$ cat src/rtl/bitty_pkg.sv
// -----------------------------------------------------------------------------
// bitty_pkg
//   Shared definitions for the bitty instruction-fetch path.
//   - Default instruction / address widths
//   - Fetch FSM state encoding
//   - FIFO entry layout {pc, instr} at the default widths
// -----------------------------------------------------------------------------
package bitty_pkg;

    localparam int DEF_INSTR_W = 16;
    localparam int DEF_ADDR_W  = 8;

    typedef enum logic [1:0] {
        IDLE    = 2'd0,
        REQ     = 2'd1,
        DISCARD = 2'd2
    } fetch_state_e;

    typedef struct packed {
        logic [DEF_ADDR_W-1:0]  pc;
        logic [DEF_INSTR_W-1:0] instr;
    } fetch_entry_t;

endpackage

$ cat src/rtl/prefetch_fifo.sv
// -----------------------------------------------------------------------------
// prefetch_fifo
//   Parametrised synchronous FIFO holding prefetched instruction entries.
//   Head data is combinational from storage (valid only while !empty).
//
//   clk    in   rising-edge clock
//   reset  in   synchronous active-low reset
//   push   in   write wdata (ignored when full unless popping in the same cycle)
//   pop    in   remove head (ignored when empty)
//   flush  in   empty the FIFO; wins over push/pop
//   wdata  in   WIDTH  entry to write
//   rdata  out  WIDTH  head entry
//   count  out  occupancy 0..DEPTH
//   full   out  count == DEPTH
//   empty  out  count == 0
// -----------------------------------------------------------------------------
module prefetch_fifo
    import bitty_pkg::*;
#(
    parameter int WIDTH = DEF_ADDR_W + DEF_INSTR_W,
    parameter int DEPTH = 4,
    localparam int PTR_W = $clog2(DEPTH),
    localparam int CNT_W = $clog2(DEPTH + 1)
) (
    input  logic             clk,
    input  logic             reset,
    input  logic             push,
    input  logic             pop,
    input  logic             flush,
    input  logic [WIDTH-1:0] wdata,
    output logic [WIDTH-1:0] rdata,
    output logic [CNT_W-1:0] count,
    output logic             full,
    output logic             empty
);

    logic [WIDTH-1:0] mem [DEPTH];
    logic [PTR_W-1:0] rd_ptr;
    logic [PTR_W-1:0] wr_ptr;
    logic             do_push;
    logic             do_pop;

    assign full    = (count == CNT_W'(DEPTH));
    assign empty   = (count == '0);
    assign do_pop  = pop & ~empty & ~flush;
    // Push into a full FIFO is allowed only when a pop frees the slot this cycle.
    assign do_push = push & (~full | do_pop) & ~flush;
    assign rdata   = mem[rd_ptr];

    always_ff @(posedge clk) begin
        if (!reset) begin
            rd_ptr <= '0;
            wr_ptr <= '0;
            count  <= '0;
        end else if (flush) begin
            rd_ptr <= '0;
            wr_ptr <= '0;
            count  <= '0;
        end else begin
            if (do_push) wr_ptr <= wr_ptr + 1'b1;
            if (do_pop)  rd_ptr <= rd_ptr + 1'b1;
            case ({do_push, do_pop})
                2'b10:   count <= count + 1'b1;
                2'b01:   count <= count - 1'b1;
                default: count <= count;
            endcase
        end
    end

    // Storage needs no reset: entries are only observed while count covers them.
    always_ff @(posedge clk) begin
        if (do_push) mem[wr_ptr] <= wdata;
    end

endmodule

$ cat src/rtl/instr_prefetch_unit.sv
// -----------------------------------------------------------------------------
// instr_prefetch_unit
//   Fetches sequential instruction words from a request/response memory into a
//   DEPTH-entry prefetch FIFO and presents the FIFO head to the core.
//   A redirect flushes the FIFO, drops any in-flight response and restarts
//   fetch at redirect_pc.
//
//   Optional build macro INSTR_PREFETCH_PERF_EN adds stall_cycles/flush_count.
//
//   clk          in   rising-edge clock
//   reset        in   synchronous active-low reset
//   mem_req      out  memory request, held until mem_valid
//   mem_addr     out  ADDR_W  word address of the request
//   mem_valid    in   response strobe (meaningful while mem_req)
//   mem_rdata    in   INSTR_W response data
//   done         in   core consumed head instruction (pop)
//   instr        out  INSTR_W head instruction, 0 when empty
//   instr_pc     out  ADDR_W  head address, 0 when empty
//   instr_valid  out  FIFO non-empty
//   redirect     in   flush and restart fetch
//   redirect_pc  in   ADDR_W  new fetch address
//   stall_cycles out  32  (perf build) cycles with no valid instruction
//   flush_count  out  16  (perf build) number of redirects
// -----------------------------------------------------------------------------
module instr_prefetch_unit
    import bitty_pkg::*;
#(
    parameter int                INSTR_W  = DEF_INSTR_W,
    parameter int                ADDR_W   = DEF_ADDR_W,
    parameter int                DEPTH    = 4,
    parameter logic [ADDR_W-1:0] RESET_PC = '0
) (
    input  logic               clk,
    input  logic               reset,
    output logic               mem_req,
    output logic [ADDR_W-1:0]  mem_addr,
    input  logic               mem_valid,
    input  logic [INSTR_W-1:0] mem_rdata,
    input  logic               done,
    output logic [INSTR_W-1:0] instr,
    output logic [ADDR_W-1:0]  instr_pc,
    output logic               instr_valid,
    input  logic               redirect,
    input  logic [ADDR_W-1:0]  redirect_pc
`ifdef INSTR_PREFETCH_PERF_EN
    ,
    output logic [31:0]        stall_cycles,
    output logic [15:0]        flush_count
`endif
);

    localparam int ENTRY_W = ADDR_W + INSTR_W;
    localparam int CNT_W   = $clog2(DEPTH + 1);

    fetch_state_e        state, state_n;
    logic [ADDR_W-1:0]   fetch_pc, fetch_pc_n;
    logic [ADDR_W-1:0]   held_addr;
    logic                push, pop;
    logic [ENTRY_W-1:0]  head;
    logic [ADDR_W-1:0]   head_pc;
    logic [INSTR_W-1:0]  head_instr;
    logic [CNT_W-1:0]    count;
    logic                full, empty;
    logic [CNT_W:0]      cnt_after;

    prefetch_fifo #(
        .WIDTH (ENTRY_W),
        .DEPTH (DEPTH)
    ) u_fifo (
        .clk   (clk),
        .reset (reset),
        .push  (push),
        .pop   (pop),
        .flush (redirect),
        .wdata ({fetch_pc, mem_rdata}),
        .rdata (head),
        .count (count),
        .full  (full),
        .empty (empty)
    );

    assign {head_pc, head_instr} = head;
    assign instr_valid = ~empty;
    assign instr       = empty ? '0 : head_instr;
    assign instr_pc    = empty ? '0 : head_pc;

    // Redirect flushes the FIFO, so a same-cycle done must not pop.
    assign pop = done & ~empty & ~redirect;

    // Occupancy after this cycle's push and pop; with no other request
    // outstanding, another request is allowed while this stays below DEPTH.
    assign cnt_after = {1'b0, count} + (CNT_W+1)'(1) - (CNT_W+1)'(pop);

    always_ff @(posedge clk) begin
        if (!reset) begin
            state     <= IDLE;
            fetch_pc  <= RESET_PC;
            held_addr <= RESET_PC;
        end else begin
            state    <= state_n;
            fetch_pc <= fetch_pc_n;
            // Keep presenting the abandoned address until its response drains.
            if (state == REQ && redirect && !mem_valid)
                held_addr <= fetch_pc;
        end
    end

    always_comb begin
        state_n    = state;
        fetch_pc_n = fetch_pc;
        push       = 1'b0;
        mem_req    = 1'b0;
        mem_addr   = fetch_pc;
        unique case (state)
            IDLE: begin
                if (redirect || !full) state_n = REQ;
            end
            REQ: begin
                mem_req = 1'b1;
                if (redirect) begin
                    // A response landing with the redirect completes the
                    // handshake and is simply dropped.
                    state_n = mem_valid ? REQ : DISCARD;
                end else if (mem_valid) begin
                    push       = 1'b1;
                    fetch_pc_n = fetch_pc + 1'b1;
                    state_n    = (cnt_after < (CNT_W+1)'(DEPTH)) ? REQ : IDLE;
                end
            end
            DISCARD: begin
                mem_req  = 1'b1;
                mem_addr = held_addr;
                // Once the stale response arrives the handshake is over, so
                // even a redirect in this cycle can restart fetch directly.
                if (mem_valid) state_n = REQ;
            end
            default: state_n = IDLE;
        endcase
        if (redirect) fetch_pc_n = redirect_pc;
    end

`ifdef INSTR_PREFETCH_PERF_EN
    always_ff @(posedge clk) begin
        if (!reset) begin
            stall_cycles <= '0;
            flush_count  <= '0;
        end else begin
            if (!instr_valid && stall_cycles != '1)
                stall_cycles <= stall_cycles + 1'b1;
            if (redirect && flush_count != '1)
                flush_count <= flush_count + 1'b1;
        end
    end
`endif

endmodule

$ cat config.mk
export PLATFORM = sky130hd
export DESIGN_NAME = instr_prefetch_unit
export DESIGN_NICKNAME = d
export VERILOG_FILES = /design/src/rtl/bitty_pkg.sv /design/src/rtl/prefetch_fifo.sv /design/src/rtl/instr_prefetch_unit.sv
export SDC_FILE = /design/constraint.sdc
export NUM_CORES = 1
export LEC_CHECK = 0
export CELL_PAD_IN_SITES_DETAIL_PLACEMENT = 0
export CELL_PAD_IN_SITES_GLOBAL_PLACEMENT = 1
export CORE_ASPECT_RATIO = 0.9
export CORE_MARGIN = 5
export CORE_UTILIZATION = 45
export CTS_CLUSTER_DIAMETER = 50
export DETAILED_ROUTE_END_ITERATION = 7
export PLACE_DENSITY_LB_ADDON = 0.1
export REMOVE_ABC_BUFFERS = 1
export SKIP_LAST_GASP = 1
export SLEW_MARGIN = 20
export SYNTH_ARGS = -nofsm -noshare
export SYNTH_HDL_FRONTEND = slang
export SYNTH_SLANG_ARGS = --single-unit
$ cat constraint.sdc
create_clock -name clk -period 3.4 [get_ports clk]
set_input_delay 0.85 -clock clk [delete_from_list [all_inputs] [get_ports clk]]
set_output_delay 0.85 -clock clk [all_outputs]
set_load 0.02 [all_outputs]
* Word level (Yosys, flattened, before mapping)
Memory sizes are Yosys's and may differ from the RTL's. A register that Yosys moved wholly into a read port is not among the register bits. Cells that the tools add are included.
Operators by class: add/sub/neg operators 7, multipliers 0, divide/modulo/power cells 0, order comparisons 1, equal/unequal tests 8, shifts and indexed selects 0, mux-type cells 22, bitwise operators 11, reductions and logical operators 14
Operators by type and width (number):
- $mux 8 | 5
- $mux 16 | 1
- $mux 2 | 7
- $add 8x1->8 const B | 1
- $mux 1 | 7
- $and 1x1->1 | 6
- $pmux 2 s3 | 1
- $pmux 3 s2 | 1
- $reduce_bool 2->1 | 3
- $add 2x1->2 const B | 2
- $add 3x1->4 const B | 1
- $eq 2x1->1 const B | 2
- $eq 2x2->1 const B | 2
- $lt 4x3->1 const B | 1
- $ne 2x2->1 const B | 2
- $not 1->1 | 4
- $reduce_or 2->1 | 2
- $sub 4x1->4 | 1
- $add 3x1->3 const B | 1
- $eq 3x3->1 const B | 1
- $logic_not 3->1 | 1
- $ne 3x3->1 const B | 1
- $reduce_and 3->1 | 1
- $sub 3x1->3 const B | 1
- other kinds (6) | 8
Storage, ports and cells: register bits 25, latch bits 0, memory bits (writable) 96, memory bits (read-only) 0, word-level logic and storage cells 70, memories kept 1
Memories:
- u_fifo.mem | depth 4, width 24, rd ports 1, clocked after memory_dff 1, write ports 1, RTL line prefetch_fifo.sv:37 | logic [WIDTH-1:0] mem [DEPTH];

* Depth between registers and ports, before layout
depth after elaboration 11, depth in mapped cells 12, gate-level depth less buffers 12

* Hierarchy
Synthesis repeated with hierarchy kept, for this count alone.
Unflattened totals: cells, all modules 320, area, all modules 5170.0 µm²
By module, submodules not included:
- prefetch_fifo | instances 1, cells an instance 182, area an instance 3971.3 µm², sequential area each 3062.9 µm²
- instr_prefetch_unit | instances 1, cells an instance 138, area an instance 1198.6 µm², sequential area each 360.3 µm²

* Least setup slack after synthesis
OpenSTA, ideal clock, no wires.
kind in2reg, from input mem_valid, to register u_fifo.count[2], library setup time 0.072 ns, arrival 2.436 ns, required time 3.328 ns, setup slack 0.893 ns, stages 10, buffers on the path 0, cells stage by stage nand2_1 a31oi_2 and2_1 inv_1 ha_1 inv_1 fa_1 xor2_1 or3_1 a21oi_1
On the way: cells in the longest elaborated chain, start to end 7, elaborated cells between the ends (all ways) 9, those cells by class 2 x eq/ne; 4 x mux; 2 x bitwise; 1 x reduce/logical
Ends and longest elaborated chain:
- from (decl) | RTL line instr_prefetch_unit.sv:37 | input logic mem_valid,
- $mux 1 * | RTL line instr_prefetch_unit.sv:124 | end else if (mem_valid) begin
- $mux 1 * | RTL line instr_prefetch_unit.sv:120 | if (redirect) begin
- $mux 1 * | RTL line instr_prefetch_unit.sv:114 | unique case (state)
- $and 1x1->1 * (2 in series) | RTL line prefetch_fifo.sv:47 | assign do_push = push & (~full | do_pop) & ~flush;
- $eq 2x1->1 or $eq 2x2->1 (tied branches) | RTL line prefetch_fifo.sv:62 | case ({do_push, do_pop})
- $pmux 3 s2 or $reduce_bool 2->1 (tied branches)
- to (signal assigned) | RTL line prefetch_fifo.sv:63 | 2'b10: count <= count + 1'b1;
- to (signal assigned) | RTL line prefetch_fifo.sv:64 | 2'b01: count <= count - 1'b1;
- to (signal assigned) | RTL line prefetch_fifo.sv:65 | default: count <= count;
- to (decl) | RTL line prefetch_fifo.sv:32 | output logic [CNT_W-1:0] count,
Mark *: on every way between the ends. The rest lies on a longest branch, timed or not. A chain may end at the register's enable or synchronous reset.

* Final worst setup path
from register state[0], to output mem_addr[4]
On the way: cells in the longest elaborated chain, start to end 2
Ends and longest elaborated chain:
- from (decl) | RTL line instr_prefetch_unit.sv:55 | fetch_state_e state, state_n;
- from (signal assigned) | RTL line instr_prefetch_unit.sv:100 | state <= state_n;
- $eq 2x2->1 | RTL line instr_prefetch_unit.sv:114
- $mux 8 | RTL line instr_prefetch_unit.sv:114
- to (decl) | RTL line instr_prefetch_unit.sv:36 | output logic [ADDR_W-1:0] mem_addr,
No other way between the ends.

==> flow_summary.ini <==
[cells_and_area]
finish.net_count = 432
multiInputGateArea_mm2 = 0.00154
final_util_pct = 59.6
filler_cell_count = 883
seq_area_mm2 = 0.00342
layout-area-overhead-vs-synth_pct = 28.0
final_layout_size_suffix_gt1_share_pct = 18.8
antenna_cells_inserted = 0

[global_route]
grt_overflow = 0
gr-usage-all-layers_pct = 14.7
grt_pass1_wl_mm = 15.1
grt_start_max_net_pins = 25
grt_antenna_before_repair = 0
first_global_vias = 2889

[setup_path]
crit_required_ns = 2.55
worstSetupStartpointType = flip-flop
worstSetupEndpointType = output pin
timing.critical_path.fanout_max = 12
regToRegSetupSlack_ns = 0.90
criticalPathCategory = flip-flop to output pin
worst-endpoint-arrival_ns = 2.29

[synth]
synth-compound-area-share_pct = 3.07
synth_ff_type = sky130_fd_sc_hd__edfxtp_1
mappedNetlistArea_mm2 = 0.00509
synth_xor_xnor_area_share_pct = 2.06
synth_top_family_by_area = multiplexers
post_synth_mux_area_share_pct = 13.9
asyncSetResetFlopFracSynth_pct = 0
yosys.area_share.adder_pct = 2.85
synth_warnings = 0
synth.lib_cells_used.distinct = 36
ys_seq_area_share_pct = 67.2
syn_avg_cell_area_um2 = 16.1
number_of_enable_type_register_cells_in_the_synthesized_netlist = 96
synth_simple_gate_area_share_pct = 8.35
synth.ff_latch_count = 123
synth_cells = 316

[sta]
finalHoldViolCount = 0
slew_viol_final = 0
final_hold_slack_ns = 0.515
worst_slew_margin_relative_to_its_limit_pct = 58.9
min_period_over_period_pct = 92.3
fin_crit_ns = 3.14
setup-tns-final_ns = 0
worst_pin_slew_ns = 0.614
rsz0062_at_grt = false
achievable-frequency_mhz = 319
fin_worst_skew_ns = 0.00744
setup_viol = 0

[detailed_routing]
drt-met1-wl_mm = 4.31
sum_of_met2_wire_segment_lengths_after_detailed_routing_mm = 4.42
dr.pass1.iters = 4
postRouteAntennaNets = 0
wl_met3_um = 443
detail_route.vias_per_cell = 4.99
drc_errors = 0
drt_iter0_markers = 146
highest_layer = met4
routed_wl_per_cell_um = 16.7
postRouteWirelength_mm = 9.32
via_count = 2780

[clock_network]
clk_latency_ns = 0.41
clk_pin_slew_worst_paths_ns = 0.06
cts_inserted_buffers = 17
cts.path.max_buffers = 2
cts-resized-gates = 0
tritoncts = yes
number_of_h_tree_branching_levels = 4
root_buffer = sky130_fd_sc_hd__clkbuf_16
postCtsHoldBufs = 0
clkSinkCount = 123
postCtsSetupRepairBufs = 0

[placement]
post-dp-hpwl_mm = 5.87
place.port_buffers = 62
globalplace.congestion = 0.720

[worst_hold_path]
min_path_type = flip-flop to flip-flop

[job]
cap_violations = 0

[power_and_ir_drop]
p_leak_nw = 2.25
power.ir.vdd_worst_mv = 0.257
total_power_mw = 3.66
p_per_area_mw_per_mm2 = 560

[floorplan]
die_area_mm2 = 0.0136
floorplan.core_area_mm2 = 0.0109
std_cell_rows = 36
floorplan.initialDensity_pct = 46.5
horizontal_die_dimension_um = 122
floorplan.die.height_um = 111
io-pin-count = 63

[status]
run_status = complete, no violations
[cells in the mapped netlist (all sizes together), types with 2 or more instances]
cell / n / area share, %
or3: 2 / 0.25
a21oi: 9 / 0.88
edfxtp: 96 / 57
o211a: 2 / 0.39
mux2i: 9 / 1.8
mux2: 7 / 1.5
clkbuf: 9 / 0.69
inv: 12 / 0.88
xnor2: 3 / 0.52
and3: 4 / 0.49
mux4: 24 / 11
nand2: 10 / 0.74
nand3: 4 / 0.39
ha: 10 / 2.5
buf: 7 / 0.98
xor2: 9 / 1.5
and2: 26 / 3.2
nor2: 14 / 1.0
dfxtp: 27 / 11
o21ai: 9 / 0.88
nor2b: 10 / 1.2
nand4: 3 / 0.37
[flip-flops by register name, indices dropped and copies added (netlist names), named ones only]
| name | count |
|---|---|
| held_addr | 8 |
| fetch_pc | 8 |
| u_fifo.rd_ptr | 2 |
| u_fifo.mem | 96 |
| u_fifo.wr_ptr | 2 |
| u_fifo.count | 3 |
| state | 2 |
[metrics by stage]
stage                     setup slack (ns)  cells  cell area (um2)
after floorplan                      0.560    300             5010
after global placement               0.254    525             5930
after detailed placement             0.196    525             5930
after CTS                            0.230    557             6520
after global routing                 0.142    557             6520
final                                0.262    557             6520
[final cells by class]
cell class | instances | area share [%]
tap | 152 | 2.92
clock buffer | 18 | 6.58
timing repair buffer | 73 | 11.2
inverter | 12 | 0.691
multi-input combinational | 165 | 23.6
clock inverter | 14 | 2.51
sequential | 123 | 52.5
[layer usage]
layer	vias to the layer above	GRT usage (%)
li1	1341	-
met1	1366	19.6
met2	59	22.5
met3	14	4.85
met4	0	5.37
met5	-	0
[placed cells by master (no fill, tap or decap), types with 2 or more instances in the layout]
cell and count:
sky130_fd_sc_hd__edfxtp_1 96, sky130_fd_sc_hd__clkdlybuf4s50_1 62, sky130_fd_sc_hd__and2_1 26, sky130_fd_sc_hd__dfxtp_1 26
sky130_fd_sc_hd__mux4_2 24, sky130_fd_sc_hd__clkbuf_16 17, sky130_fd_sc_hd__nor2_1 14, sky130_fd_sc_hd__inv_1 12
sky130_fd_sc_hd__nand2_1 10, sky130_fd_sc_hd__nor2b_1 10, sky130_fd_sc_hd__ha_1 10, sky130_fd_sc_hd__mux2i_1 9
sky130_fd_sc_hd__xor2_1 9, sky130_fd_sc_hd__a21oi_1 9, sky130_fd_sc_hd__buf_4 9, sky130_fd_sc_hd__o21ai_0 8
sky130_fd_sc_hd__mux2_2 7, sky130_fd_sc_hd__and3_1 4, sky130_fd_sc_hd__nand3_1 4, sky130_fd_sc_hd__clkinv_4 4
sky130_fd_sc_hd__xnor2_1 3, sky130_fd_sc_hd__nand4_1 3, sky130_fd_sc_hd__inv_6 3, sky130_fd_sc_hd__or3_1 2
sky130_fd_sc_hd__o211a_1 2, sky130_fd_sc_hd__bufinv_16 2, sky130_fd_sc_hd__clkinvlp_4 2, sky130_fd_sc_hd__inv_8 2
sky130_fd_sc_hd__buf_12 2
[kinds of logic after synthesis]
group                      Yosys count
and+or+nand+nor                     77
muxes                               40
DFF                                123
buffers and inverters               28
adders and majority gates           11
xor gates and xnor gates            12
AOI/OAI and AO/OA                   25
[critical path, cell delays in order (launching register included)]
cell and delay (ns):
sky130_fd_sc_hd__dfxtp_1 0.34, sky130_fd_sc_hd__inv_1 0.09, sky130_fd_sc_hd__ha_1 0.50, sky130_fd_sc_hd__mux2_2 0.41
sky130_fd_sc_hd__clkdlybuf4s50_1 0.54
[path summary, 6_finish.rpt]
check / start / to / cells past startpoint
max: state[0]$_SDFFE_PN0P_ / mem_addr[4] / 4
min: held_addr[6]$_SDFFE_PN0P_ / held_addr[6]$_SDFFE_PN0P_ / 2
max reg2reg: state[1]$_SDFFE_PN0P_ / u_fifo.count[2]$_SDFFE_PP0P_ / 12
min reg2reg: held_addr[6]$_SDFFE_PN0P_ / held_addr[6]$_SDFFE_PN0P_ / 2
[power breakdown]
group	switching [mW]	internal [mW]	total, mW
Combinational	0.0972	0.105	0.202
Clock	0.684	1.10	1.78
Sequential	0.0237	1.65	1.67
No activity file was read; power rests on OpenSTA's default activity.
